<file path="config.mk">
export PLATFORM = sky130hd
export DESIGN_NAME = barrel_shift_pipe
export DESIGN_NICKNAME = d
export VERILOG_FILES = /design/src/rtl/barrel_shift_pipe.sv
export SDC_FILE = /design/constraint.sdc
export NUM_CORES = 1
export LEC_CHECK = 0
export CORE_MARGIN = 2
export CORE_UTILIZATION = 48
export CTS_CLUSTER_DIAMETER = 200
export DETAILED_ROUTE_END_ITERATION = 12
export GPL_ROUTABILITY_DRIVEN = 0
export PLACE_DENSITY_LB_ADDON = 0.1
export SETUP_SLACK_MARGIN = 0.3
export SKIP_CTS_REPAIR_TIMING = 1
export SLEW_MARGIN = 10
export SYNTH_ARGS = -nofsm -noshare
export SYNTH_HDL_FRONTEND = slang
export SYNTH_SLANG_ARGS = --single-unit
</file>
<file path="constraint.sdc">
create_clock -name CLK -period 1.68 [get_ports CLK]
set_input_delay 0.336 -clock CLK [delete_from_list [all_inputs] [get_ports CLK]]
set_output_delay 0.336 -clock CLK [all_outputs]
set_load 0.05 [all_outputs]
</file>
<file path="src/rtl/barrel_shift_pipe.sv">
// barrel_shift_pipe
//   Pipelined barrel shifter. The IN_W-bit operand is extended to WIDTH bits
//   (sign-extended for SRA, zero-extended otherwise). It then passes through
//   SHW = log2(WIDTH) stages. Stage k shifts by 2^k when AMT[k] is set.
//   Supported operations: SLL, SRL, SRA and ROL. A valid/ready handshake
//   provides back-pressure, and bubbles collapse.
//
// Ports
//   CLK        clock, all state on posedge
//   RST_N      asynchronous active-low reset
//   FLUSH      synchronous flush, clears every stage valid
//   IN_VALID   operand valid          IN_READY   block can accept
//   A          operand [IN_W]         AMT        shift amount [SHW]
//   MODE       00 SLL, 01 SRL, 10 SRA, 11 ROL
//   TAG        sideband [TAG_W], returned with the result
//   OUT_VALID  Y/OUT_TAG valid        OUT_READY  downstream accepts
//   Y          result [WIDTH]         OUT_TAG    tag of the result
module barrel_shift_pipe #(
  parameter int WIDTH = 32,
  parameter int IN_W  = 16,
  parameter int TAG_W = 4
) (
  input  logic                     CLK,
  input  logic                     RST_N,
  input  logic                     FLUSH,
  input  logic                     IN_VALID,
  output logic                     IN_READY,
  input  logic [IN_W-1:0]          A,
  input  logic [$clog2(WIDTH)-1:0] AMT,
  input  logic [1:0]               MODE,
  input  logic [TAG_W-1:0]         TAG,
  output logic                     OUT_VALID,
  input  logic                     OUT_READY,
  output logic [WIDTH-1:0]         Y,
  output logic [TAG_W-1:0]         OUT_TAG
);

  localparam int SHW = $clog2(WIDTH);

  // One fixed-distance step of the selected operation.
  // Because SRA is arithmetic, it keeps replicating bit WIDTH-1 of the
  // extended value at every stage.
  function automatic logic [WIDTH-1:0] shift_step(input logic [WIDTH-1:0] v,
                                                  input logic [1:0]       m,
                                                  input int               s);
    case (m)
      2'b00:   return v << s;
      2'b01:   return v >> s;
      2'b10:   return WIDTH'($signed(v) >>> s);
      default: return (v << s) | (v >> (WIDTH - s));
    endcase
  endfunction

  logic [WIDTH-1:0] entry_data;

  always_comb begin
    entry_data = WIDTH'(A);
    if (MODE == 2'b10) entry_data = WIDTH'($signed(A));
  end

  // Reset also forces IN_READY low. Otherwise the empty pipe would look
  // ready while RST_N is held low.
  assign IN_READY = RST_N & ~FLUSH & pipe[0].adv;

  genvar gi;
  generate
    for (gi = 0; gi < SHW; gi++) begin : pipe
      localparam int STEP = 1 << gi;

      logic               src_valid;
      logic [WIDTH-1:0]   src_data;
      logic [1:0]         src_mode;
      logic [SHW-1:gi]    src_amt;   // only the amount bits not yet consumed
      logic [TAG_W-1:0]   src_tag;
      logic [WIDTH-1:0]   shifted;
      logic               adv;

      logic               valid_reg;
      logic [WIDTH-1:0]   data_reg;
      logic [TAG_W-1:0]   tag_reg;

      if (gi == 0) begin : g_src
        assign src_valid = IN_VALID & IN_READY;
        assign src_data  = entry_data;
        assign src_mode  = MODE;
        assign src_amt   = AMT;
        assign src_tag   = TAG;
      end else begin : g_src
        assign src_valid = pipe[gi-1].valid_reg;
        assign src_data  = pipe[gi-1].data_reg;
        assign src_mode  = pipe[gi-1].g_carry.mode_reg;
        assign src_amt   = pipe[gi-1].g_carry.amt_reg;
        assign src_tag   = pipe[gi-1].tag_reg;
      end

      // A stage can take a new item when it is empty or its item moves on.
      if (gi == SHW - 1) begin : g_adv
        assign adv = ~valid_reg | OUT_READY;
      end else begin : g_adv
        assign adv = ~valid_reg | pipe[gi+1].adv;
      end

      assign shifted = src_amt[gi] ? shift_step(src_data, src_mode, STEP) : src_data;

      always_ff @(posedge CLK or negedge RST_N) begin
        if (!RST_N) begin
          valid_reg <= 1'b0;
          data_reg  <= '0;
          tag_reg   <= '0;
        end else begin
          if (FLUSH)
            valid_reg <= 1'b0;
          else if (adv)
            valid_reg <= src_valid;
          // Payload is loaded only with a real item, so a stalled output
          // never changes under a bubble.
          if (adv && src_valid) begin
            data_reg <= shifted;
            tag_reg  <= src_tag;
          end
        end
      end

      // Mode and remaining amount bits are needed only by downstream stages.
      if (gi < SHW - 1) begin : g_carry
        logic [1:0]        mode_reg;
        logic [SHW-1:gi+1] amt_reg;

        always_ff @(posedge CLK or negedge RST_N) begin
          if (!RST_N) begin
            mode_reg <= '0;
            amt_reg  <= '0;
          end else if (adv && src_valid) begin
            mode_reg <= src_mode;
            amt_reg  <= src_amt[SHW-1:gi+1];
          end
        end
      end
    end
  endgenerate

  assign OUT_VALID = pipe[SHW-1].valid_reg;
  assign Y         = pipe[SHW-1].data_reg;
  assign OUT_TAG   = pipe[SHW-1].tag_reg;

endmodule

</file>
## Word-level counts from Yosys, hierarchy flattened

Index checks and enable logic that the tools add are counted.
W data, S select, Z words.

| storage, ports and cells | value |
|---|---|
| register bits after elaboration | 203 |
| input port bits | 32 |
| output and inout bits | 38 |
| logic and storage cells | 88 |

| operators by class | value |
|---|---|
| equal/unequal tests | 10 |
| multiplexer cells | 21 |
| bitwise logic cells | 19 |
| reductions and logical operators | 15 |

Operators by type and width:

| operator | number |
|---|---|
| $pmux W32 S3 | 5 |
| $mux W32 | 6 |
| $or A32 B1 Y32 | 1 |
| $or A32 B16 Y32 | 1 |
| $or A32 B2 Y32 | 1 |
| $or A32 B4 Y32 | 1 |
| $or A32 B8 Y32 | 1 |
| $eq A2 B1 Y1 const B | 5 |
| $eq A2 B2 Y1 const B | 5 |
| $logic_not A2 Y1 | 5 |
| $mux W1 | 10 |
| $reduce_bool A2 Y1 | 5 |
| $not A1 Y1 | 6 |
| $logic_and A1 B1 Y1 | 5 |
| $or A1 B1 Y1 | 5 |
| $and A1 B1 Y1 | 3 |

## Longest topological paths before layout

Gate-level depths: netlist of the first run.

| depth | value |
|---|---|
| depth after elaboration | 10 |
| mapped depth | 6 |
| gate-level depth less buffers | 4 |

## Worst setup path before layout of the first run

No wires, ideal clock.

| timing | value |
|---|---|
| kind | flip-flop to flip-flop |
| from | reg pipe[4].valid_reg, in the netlist OUT_VALID |
| to | reg pipe[0].g_carry.amt_reg[3] (netlist name) |
| setup time | 0.125 ns |
| arrival time | 1.872 ns |
| setup slack | -0.317 ns |
| stages on the path, launching flop included | 5 |
| period minus slack after synthesis | 1.997 ns |
| path through | dfrtp_1 > nand4b_2 > o2111ai_4 > buf_4 > mux2_2 |

| on the way | value |
|---|---|
| cells in the longest elaborated chain, start to end | 9 |

RTL lines:

| element | line | text |
|---|---|---|
| start: declaration | 78 | `logic valid_reg;` |
| start signal: assignment | 114 | `valid_reg <= src_valid;` |
| $not A1 Y1 (*) | 98 | `assign adv = ~valid_reg \| OUT_READY;` |
| $or A1 B1 Y1 (*) | 98 |  |
| $or A1 B1 Y1 (*) (4 in series) | 100 | `assign adv = ~valid_reg \| pipe[gi+1].adv;` |
| $and A1 B1 Y1 | 63 | `assign IN_READY = RST_N & ~FLUSH & pipe[0].adv;` |
| $and A1 B1 Y1 | 83 | `assign src_valid = IN_VALID & IN_READY;` |
| $logic_and A1 B1 Y1 (*) | 133 | `end else if (adv && src_valid) begin` |
| end signal: assignment | 135 | `amt_reg <= src_amt[SHW-1:gi+1];` |
| end: declaration | 127 | `logic [SHW-1:gi+1] amt_reg;` |

Mark *: on every way between the ends. The rest lies on a longest branch, timed or not.
A chain may end at the register's enable or synchronous reset.

## Final worst setup path of the first run

| timing | value |
|---|---|
| from | reg pipe[0].valid_reg |
| to | out IN_READY |

| on the way | value |
|---|---|
| cells in the longest elaborated chain, start to end | 3 |

RTL lines:

| element | line | text |
|---|---|---|
| start: declaration | 78 |  |
| start signal: assignment | 114 |  |
| $not A1 Y1 | 100 |  |
| $or A1 B1 Y1 | 100 |  |
| $and A1 B1 Y1 | 63 |  |
| end: declaration | 27 | `output logic IN_READY,` |

Every way passes these cells.

==> impl_metrics.py, run 1 <==
metrics = {
    "outcome": {
        "status": "finished with violations",
        "violations": "setup timing",
    },
    "sta": {
        "period_needed_ns": 1.71,
        "holdWs_ns": 0.126,
        "finalSetupViolCount": 1,
        "fin_skew_ns": 0.00634,
        "worst_pin_slew_ns": 0.888,
        "fmax_ghz": 0.583,
        "period_share_pct": 102,
        "rsz0062_at_grt": "true",
        "relSlewSlack_pct": 40.8,
        "setup_tns_ns": -0.0341,
        "hold_viol": 0,
        "slew_violations": 0,
        "finalWorstSetupSlack_ns": -0.0341,
    },
    "logic_synthesis": {
        "synth_flop_cell": "dfrtp_1",
        "synthTopCellsByArea": "dfrtp_1 (49%), nand2_1 (9.0%), o21ai_0 (7.9%)",
        "yosysMostFrequentCell": "nand2_1",
        "netlist_area_um2": 8800,
        "syn_inst": 966,
        "synth_cell_type_count": 47,
        "ys_top_cells_by_count": "nand2_1 (211), dfrtp_1 (173), o21ai_0 (138)",
        "synth_top_area_cell": "dfrtp_1",
        "ys_seq_elements": 173,
        "syn_area_per_cell_um2": 9.11,
        "synth_seq_area_share_pct": 49.2,
        "synth_fp_nets": 998,
        "async_flop_share_pct": 100,
        "synth_edf_count": 0,
        "yosysTopAreaCellShare_pct": 49.2,
        "synth-warning-count": 0,
    },
    "finish": {
        "postLayoutCoreUtil_pct": 65.4,
        "largest_reg_flops": 98,
        "nets": 1130,
        "postLayoutCellArea_um2": 11800,
        "drive_gt1_share_pct": 27.0,
        "fillerInstances": 1479,
        "syn_to_final_growth_pct": 33.7,
        "n_antenna_cell": 0,
        "final_cells": 1339,
    },
    "setup_path": {
        "path_max_fanout": 4,
        "crit_path_end": "IN_READY",
        "cp_top_family": "flip-flops",
        "path_buf_inv": 1,
        "r2r_slack_ns": 0.02,
        "reg2reg_from": "pipe[2].valid_reg$_DFFE_PN0P_",
        "reg2reg_to": "pipe[1].g_carry.amt_reg[2]$_DFFE_PN0P_",
        "worstPathCellList": "nand2_1, o211a_1, buf_12",
        "cp_slowest_cell": "dfrtp_2",
        "critPathLaunchType": "flop",
        "crit_cells": 3,
        "r2r_cells": 6,
        "crit_type": "flop to primary output",
        "worstPathArrival_ns": 1.38,
        "cp_data_required_time_ns": 1.34,
        "critPathLaunch": "pipe[0].valid_reg$_DFFE_PN0P_",
        "cp_slowest_stage_delay_ns": 0.41,
        "setup.worst_path.end_class": "primary output",
    },
    "floorplanning": {
        "die_w_um": 139,
        "dieArea_um2": 19400,
        "die_height_um": 139,
        "fp.coreArea_um2": 18000,
        "io_pins": 70,
        "row_count": 49,
        "start_util_pct": 49.0,
    },
    "global_routing": {
        "antenna_found_initial": 0,
        "grt_max_degree": 172,
        "use_met1_pct": 27.6,
        "grt_first_pass_wirelength_um": 34100,
        "use_met3_pct": 3.96,
        "grt_busiest_layer": "met2",
        "grt_usage_pct": 21.7,
        "grt_overflow": 0,
        "grt_pass1_vias": 6680,
        "met2_usage_pct": 36.6,
    },
    "drt": {
        "antenna_violating_nets_post_route": 0,
        "viasPerCell": 5.54,
        "drt_iter0_markers": 411,
        "wl_per_cell_um": 16.8,
        "vias": 7418,
        "drcViolationCount": 0,
        "firstDrtPassIters": 5,
        "drt_wl_total_um": 22500,
    },
    "cts": {
        "cts_tree": "done",
        "clk_latency_ns": 0.43,
        "clock_sinks": 173,
        "cts.path.max_buffers": 2,
        "cts_root_buf": "clkbuf_16",
        "path_clk_slew_ns": 0.06,
        "cts_inserted_buffers": 17,
        "htreeDepth": 4,
    },
    "placement": {
        "postPlaceCellArea_um2": 10200,
        "place_inst": 1266,
        "io_buffers": 69,
        "place_ws_ns": -0.343,
        "detailed_place_hpwl_um": 15000,
    },
    "pwr": {
        "pwr-share-comb_pct": 36.6,
        "p_per_area_nw_per_um2": 1430,
        "finalPower_mw": 16.8,
        "p_clk_share_pct": 24.6,
        "p_leak_nw": 5.55,
        "swShare_pct": 37.0,
        "p_int_mw": 10.6,
        "seqPwrFrac_pct": 38.9,
        "vdd_drop_max_v": 0.000853,
        "p_sw_mw": 6.22,
    },
    "hold_path": {
        "hold_path_class": "input port to asynchronous set/reset pin",
    },
    "run": {
        "max-cap-violations": 0,
    },
}
layout make-up:
type                            instances  area, µm²  area share, %
Clock buffer                           20        467           3.97
Clock inverter                         11        154           1.31
Inverter                               12       48.8          0.415
Multi-Input combinational cell        705       4440           37.8
Sequential cell                       173       4340           36.9
Tap cell                              229        287           2.44
Timing Repair Buffer                  189       2010           17.1
power groups by stage:
stage / Combinational, mW / Clock (mW) / Sequential [mW]
after floorplan: 3.17 / 0 / 6.57
after global placement: 5.14 / 0 / 6.47
after detailed placement: 5.20 / 0 / 6.51
after CTS: 5.22 / 4.20 / 6.44
after global routing: 6.71 / 4.38 / 6.67
final: 6.15 / 4.13 / 6.53
worst min path at each step:
stage,start,end,slack [ns],depth (start not counted)
after global routing,RST_N,pipe[2].valid_reg$_DFFE_PN0P_,0.16,2
after floorplan,RST_N,OUT_TAG[0]$_DFFE_PN0P_,0.04,0
after CTS,RST_N,pipe[1].valid_reg$_DFFE_PN0P_,-0.32,1
after detailed placement,RST_N,pipe[1].valid_reg$_DFFE_PN0P_,0.13,1
after global placement,RST_N,pipe[1].valid_reg$_DFFE_PN0P_,0.13,1
final,RST_N,pipe[2].valid_reg$_DFFE_PN0P_,0.13,2
cells by family after synthesis:
| logic type | share of synthesized area (%) |
|---|---|
| and+or+nand+nor | 16.5 |
| adders and majority gates | 0.114 |
| xor gates and xnor gates | 1.12 |
| AOI/OAI and AO/OA | 21.0 |
| buffers and inverters | 4.38 |
| DFF | 49.2 |
| muxes | 7.68 |
metal layers:
layer,part of all wire (%),routed length [µm]
met1,42,9560
met2,51,11400
met3,3.8,845
met4,2.8,637
met5,0,0
placed cells by master, fill, tap and decap left out, types with 11 or more instances in the layout:
cell type / count
buf_4: 99
nor2b_1: 17
clkbuf_16: 24
o31ai_1: 12
a211oi_1: 16
o21ai_0: 57
dfrtp_1: 163
mux2i_1: 27
buf_6: 26
and3_1: 26
mux2_2: 30
buf_12: 20
nand2_1: 203
clkdlybuf4s50_1: 29
a21oi_1: 41
nor2_1: 58
o21ai_1: 79
a21o_1: 32
a211oi_2: 11
Note: power is estimated with default switching activity, not from simulation.
==> run 2: changes to the inputs <==
CORE_MARGIN = default   (was 2)
==> impl_metrics.py, run 2 (synthesized netlist as in run 1, its figures left out) <==
metrics = {
    "sta": {
        "holdWs_ns": 0.00529,
        "finalWorstSetupSlack_ns": -0.0320,
        "period_needed_ns": 1.71,
        "hold_viol": 0,
        "setup_tns_ns": -0.0620,
        "worst_pin_slew_ns": 0.703,
        "finalSetupViolCount": 4,
        "relSlewSlack_pct": 53.1,
        "rsz0062_at_grt": "true",
        "slew_violations": 0,
        "fin_skew_ns": 0.00667,
        "fmax_ghz": 0.584,
        "period_share_pct": 102,
    },
    "outcome": {
        "violations": "setup timing",
        "status": "finished with violations",
    },
    "global_routing": {
        "grt_pass1_vias": 6569,
        "antenna_found_initial": 0,
        "grt_first_pass_wirelength_um": 34200,
        "grt_usage_pct": 23.2,
        "grt_max_degree": 133,
        "grt_overflow": 0,
    },
    "finish": {
        "final_common_cell": "nand2_1",
        "ff_latch_area_um2": 4340,
        "largest_reg_flops": 98,
        "drive_gt1_share_pct": 32.1,
        "postLayoutCellArea_um2": 12000,
        "n_antenna_cell": 0,
        "multi_input_area_um2": 4760,
        "final_cells": 1331,
        "postLayoutCoreUtil_pct": 66.9,
        "layout_common_cells": "nand2_1 (181), dfrtp_1 (164), o21ai_1 (87), buf_4 (83), nor2_1 (56)",
        "syn_to_final_growth_pct": 36.6,
        "fillerInstances": 1386,
        "nets": 1121,
    },
    "drt": {
        "wl_per_cell_um": 17.6,
        "viasPerCell": 5.68,
        "firstDrtPassIters": 5,
        "vias": 7559,
        "antenna_violating_nets_post_route": 0,
        "drt_iter0_markers": 453,
        "drt_wl_total_um": 23500,
        "drcViolationCount": 0,
    },
    "pwr": {
        "p_sw_mw": 6.63,
        "p_leak_nw": 5.61,
        "p_per_area_nw_per_um2": 1430,
        "swShare_pct": 38.7,
        "pwr-share-comb_pct": 38.2,
        "p_int_mw": 10.5,
        "p_clk_share_pct": 23.1,
        "finalPower_mw": 17.2,
        "vdd_drop_max_v": 0.000957,
        "seqPwrFrac_pct": 38.7,
    },
    "floorplanning": {
        "dieArea_um2": 18900,
        "start_util_pct": 49.0,
        "die_height_um": 137,
        "row_count": 49,
        "die_w_um": 137,
        "fp.coreArea_um2": 18000,
        "io_pins": 70,
    },
    "placement": {
        "postPlaceCellArea_um2": 10100,
        "io_buffers": 69,
        "place_inst": 1260,
        "place_ws_ns": -0.317,
        "detailed_place_hpwl_um": 14900,
    },
    "cts": {
        "path_clk_slew_ns": 0.07,
        "cts.path.max_buffers": 2,
        "clock_sinks": 173,
        "cts_inserted_buffers": 17,
        "clk_latency_ns": 0.43,
        "cts_root_buf": "clkbuf_16",
        "cts_tree": "done",
        "htreeDepth": 4,
    },
    "hold_path": {
        "hold_path_class": "input port to asynchronous set/reset pin",
    },
    "setup_path": {
        "cp_top_family": "flip-flops",
        "cp_slowest_cell": "dfrtp_1",
        "reg2reg_from": "OUT_VALID$_DFFE_PN0P_",
        "r2r_slack_ns": -0.02,
        "reg2reg_to": "pipe[0].data_reg[16]$_DFFE_PN0P_",
        "r2r_cells": 9,
        "worstPathCellList": "nand4b_4, o211a_1, buf_12",
        "path_max_fanout": 3,
        "cp_data_required_time_ns": 1.34,
        "critPathLaunchType": "flop",
        "cp_slowest_stage_delay_ns": 0.41,
        "worstPathArrival_ns": 1.38,
        "setup.worst_path.end_class": "primary output",
        "path_buf_inv": 1,
        "crit_type": "flop to primary output",
    },
    "run": {
        "max-cap-violations": 0,
    },
}
run 2: area by class of cell:
type / count / area share [%]
inverter: 12 / 0.406
timing repair buffer: 180 / 16.6
multi-input combinational: 705 / 39.6
tap: 229 / 2.39
clock buffer: 17 / 3.54
sequential: 173 / 36.1
clock inverter: 15 / 1.33
run 2: worst max path at each step:
stage	end	cells past startpoint	start
after floorplan	pipe[0].g_carry.amt_reg[3]$_DFFE_PN0P_	4	OUT_VALID$_DFFE_PN0P_
after global placement	pipe[0].tag_reg[3]$_DFFE_PN0P_	5	OUT_READY
after detailed placement	pipe[0].data_reg[8]$_DFFE_PN0P_	7	OUT_READY
after CTS	IN_READY	3	pipe[3].valid_reg$_DFFE_PN0P_
after global routing	pipe[0].data_reg[16]$_DFFE_PN0P_	9	OUT_VALID$_DFFE_PN0P_
final	IN_READY	3	pipe[3].valid_reg$_DFFE_PN0P_
run 2: routing by layer:
layer / up-vias / share of wire [%] / track usage (%)
met5: - / 0 / 0
met4: 0 / 4.0 / 9.77
met3: 61 / 3.7 / 3.46
met2: 245 / 50 / 38.1
met1: 3621 / 42 / 30.7
li1: 3632 / - / -
run 2: power groups by stage:
stage / registers, mW / clock network (mW) / logic, mW
3_5_place_dp: 6.52 / 0 / 5.12
6_report: 6.64 / 3.96 / 6.56
4_1_cts: 6.44 / 4.01 / 5.14
2_1_floorplan: 6.57 / 0 / 3.17
3_3_place_gp: 6.47 / 0 / 5.06
5_1_grt: 6.76 / 4.18 / 7.12
run 2: worst register-to-register path: stages, from the launching register on:
cell and delay, ns:
dfrtp_2 0.45, nand4b_4 0.10, buf_4 0.15, o2111ai_4 0.14
buf_12 0.17, buf_12 0.12, clkbuf_16 0.16, buf_4 0.14
nand2_1 0.05, o21ai_0 0.08
==> run 3: changes to the inputs <==
CORE_UTILIZATION = 35   (was 48)
CTS_CLUSTER_SIZE = 28   (was default)
==> impl_metrics.py, run 3 (synthesized netlist as in run 1, its figures left out) <==
metrics = {
    "pwr": {
        "p_sw_mw": 6.57,
        "seqPwrFrac_pct": 38.1,
        "p_clk_share_pct": 24.2,
        "vdd_drop_max_v": 0.000715,
        "finalPower_mw": 17.2,
        "p_per_area_nw_per_um2": 1440,
        "p_leak_nw": 5.51,
        "pwr-share-comb_pct": 37.8,
        "swShare_pct": 38.3,
        "p_int_mw": 10.6,
    },
    "sta": {
        "rsz0062_at_grt": "true",
        "relSlewSlack_pct": 36.5,
        "fin_skew_ns": 0.0100,
        "period_share_pct": 103,
        "finalSetupViolCount": 4,
        "hold_viol": 0,
        "finalWorstSetupSlack_ns": -0.0456,
        "worst_pin_slew_ns": 0.952,
        "fmax_ghz": 0.580,
        "slew_violations": 0,
        "period_needed_ns": 1.73,
        "setup_tns_ns": -0.0664,
    },
    "drt": {
        "viasPerCell": 5.09,
        "drt_iter0_markers": 414,
        "drt_wl_total_um": 24000,
        "vias": 7210,
        "m1WireLength_um": 11200,
        "wl_per_cell_um": 16.9,
        "antenna_violating_nets_post_route": 0,
        "drcViolationCount": 0,
        "highest_layer": "met4",
        "wl_met3_um": 487,
        "firstDrtPassIters": 4,
        "wl_met2_um": 11500,
    },
    "cts": {
        "cts_root_buf": "clkbuf_16",
        "clock_sinks": 173,
        "clk_latency_ns": 0.44,
        "cts.path.max_buffers": 2,
        "path_clk_slew_ns": 0.07,
        "cts_inserted_buffers": 17,
        "cts_tree": "done",
        "htreeDepth": 4,
    },
    "floorplanning": {
        "die_height_um": 161,
        "fp.coreArea_um2": 24500,
        "row_count": 57,
        "die_w_um": 161,
        "dieArea_um2": 25800,
        "io_pins": 70,
        "start_util_pct": 36.0,
    },
    "finish": {
        "nets": 1111,
        "fillerInstances": 2357,
        "final_common_cell": "nand2_1",
        "layout_common_cells": "nand2_1 (194), dfrtp_1 (167), o21ai_1 (78), buf_4 (74), nor2_1 (57)",
        "multi_input_area_um2": 4670,
        "syn_to_final_growth_pct": 35.8,
        "postLayoutCoreUtil_pct": 48.8,
        "drive_gt1_share_pct": 28.8,
        "ff_latch_area_um2": 4340,
        "n_antenna_cell": 0,
        "largest_reg_flops": 98,
    },
    "global_routing": {
        "grt_pass1_vias": 6873,
        "grt_max_degree": 169,
        "grt_first_pass_wirelength_um": 37100,
        "antenna_found_initial": 0,
        "grt_overflow": 0,
        "grt_usage_pct": 18.1,
    },
    "setup_path": {
        "crit_type": "flop to primary output",
        "path_max_fanout": 4,
        "worstPathArrival_ns": 1.39,
        "setup.worst_path.end_class": "primary output",
        "cp_slowest_cell": "dfrtp_2",
        "cp_top_family": "flip-flops",
        "worstPathCellList": "nand4b_4, o211a_1, buf_12",
        "cp_data_required_time_ns": 1.34,
        "critPathLaunchType": "flop",
        "path_buf_inv": 1,
        "cp_slowest_stage_delay_ns": 0.44,
    },
    "placement": {
        "io_buffers": 69,
        "detailed_place_hpwl_um": 16100,
    },
    "outcome": {
        "violations": "setup timing",
        "status": "finished with violations",
    },
    "hold_path": {
        "hold_path_class": "input port to asynchronous set/reset pin",
    },
    "run": {
        "max-cap-violations": 0,
    },
}
run 3: area by class of cell:
| class | instances | share of cell area [%] |
|---|---|---|
| multi-input combinational | 705 | 39.1 |
| tap | 324 | 3.39 |
| timing repair buffer | 170 | 15.7 |
| clock inverter | 13 | 1.48 |
| inverter | 12 | 0.409 |
| sequential | 173 | 36.3 |
| clock buffer | 19 | 3.62 |
run 3: final timing paths:
check	start	endpoint	slack, ns	cells after the start
min	RST_N	pipe[2].data_reg[4]$_DFFE_PN0P_	0.1	2
min in group CLK	RST_N	pipe[0].valid_reg$_DFFE_PN0P_	0.22	3
max in group asynchronous	RST_N	pipe[1].g_carry.mode_reg[0]$_DFFE_PN0P_	0.81	2
min reg2reg	pipe[2].tag_reg[2]$_DFFE_PN0P_	pipe[3].tag_reg[2]$_DFFE_PN0P_	0.47	2
max	pipe[3].valid_reg$_DFFE_PN0P_	IN_READY	-0.05	3
max reg2reg	pipe[3].valid_reg$_DFFE_PN0P_	pipe[0].g_carry.amt_reg[1]$_DFFE_PN0P_	-0.01	6
run 3: power groups by stage:
stage,clock (mW),sequential (mW),combinational (mW)
2_1_floorplan,0,6.57,3.17
3_3_place_gp,0,6.50,5.25
3_5_place_dp,0,6.52,5.28
4_1_cts,4.27,6.44,5.29
5_1_grt,4.42,6.68,7.09
6_report,4.15,6.54,6.49
run 3: routing by layer:
metal  GRT usage [%]  up-vias
li1                -     3612
met1            24.2     3434
met3            2.45       39
met5               0        -
met4            7.71        0
met2            29.4      125
run 3: per-stage QoR:
| step | std cells | worst slack (ns) | hold slack [ns] | area [µm²] |
|---|---|---|---|---|
| after floorplan | 966 | 0.0127 | 0.0404 | 8970 |
| after global placement | 1361 | -0.311 | 0.155 | 10300 |
| after detailed placement | 1361 | -0.345 | 0.153 | 10300 |
| after CTS | 1393 | -0.232 | -0.314 | 10900 |
| after global routing | 1416 | -0.0950 | 0.232 | 11900 |
| final | 1416 | -0.0456 | 0.0966 | 11900 |
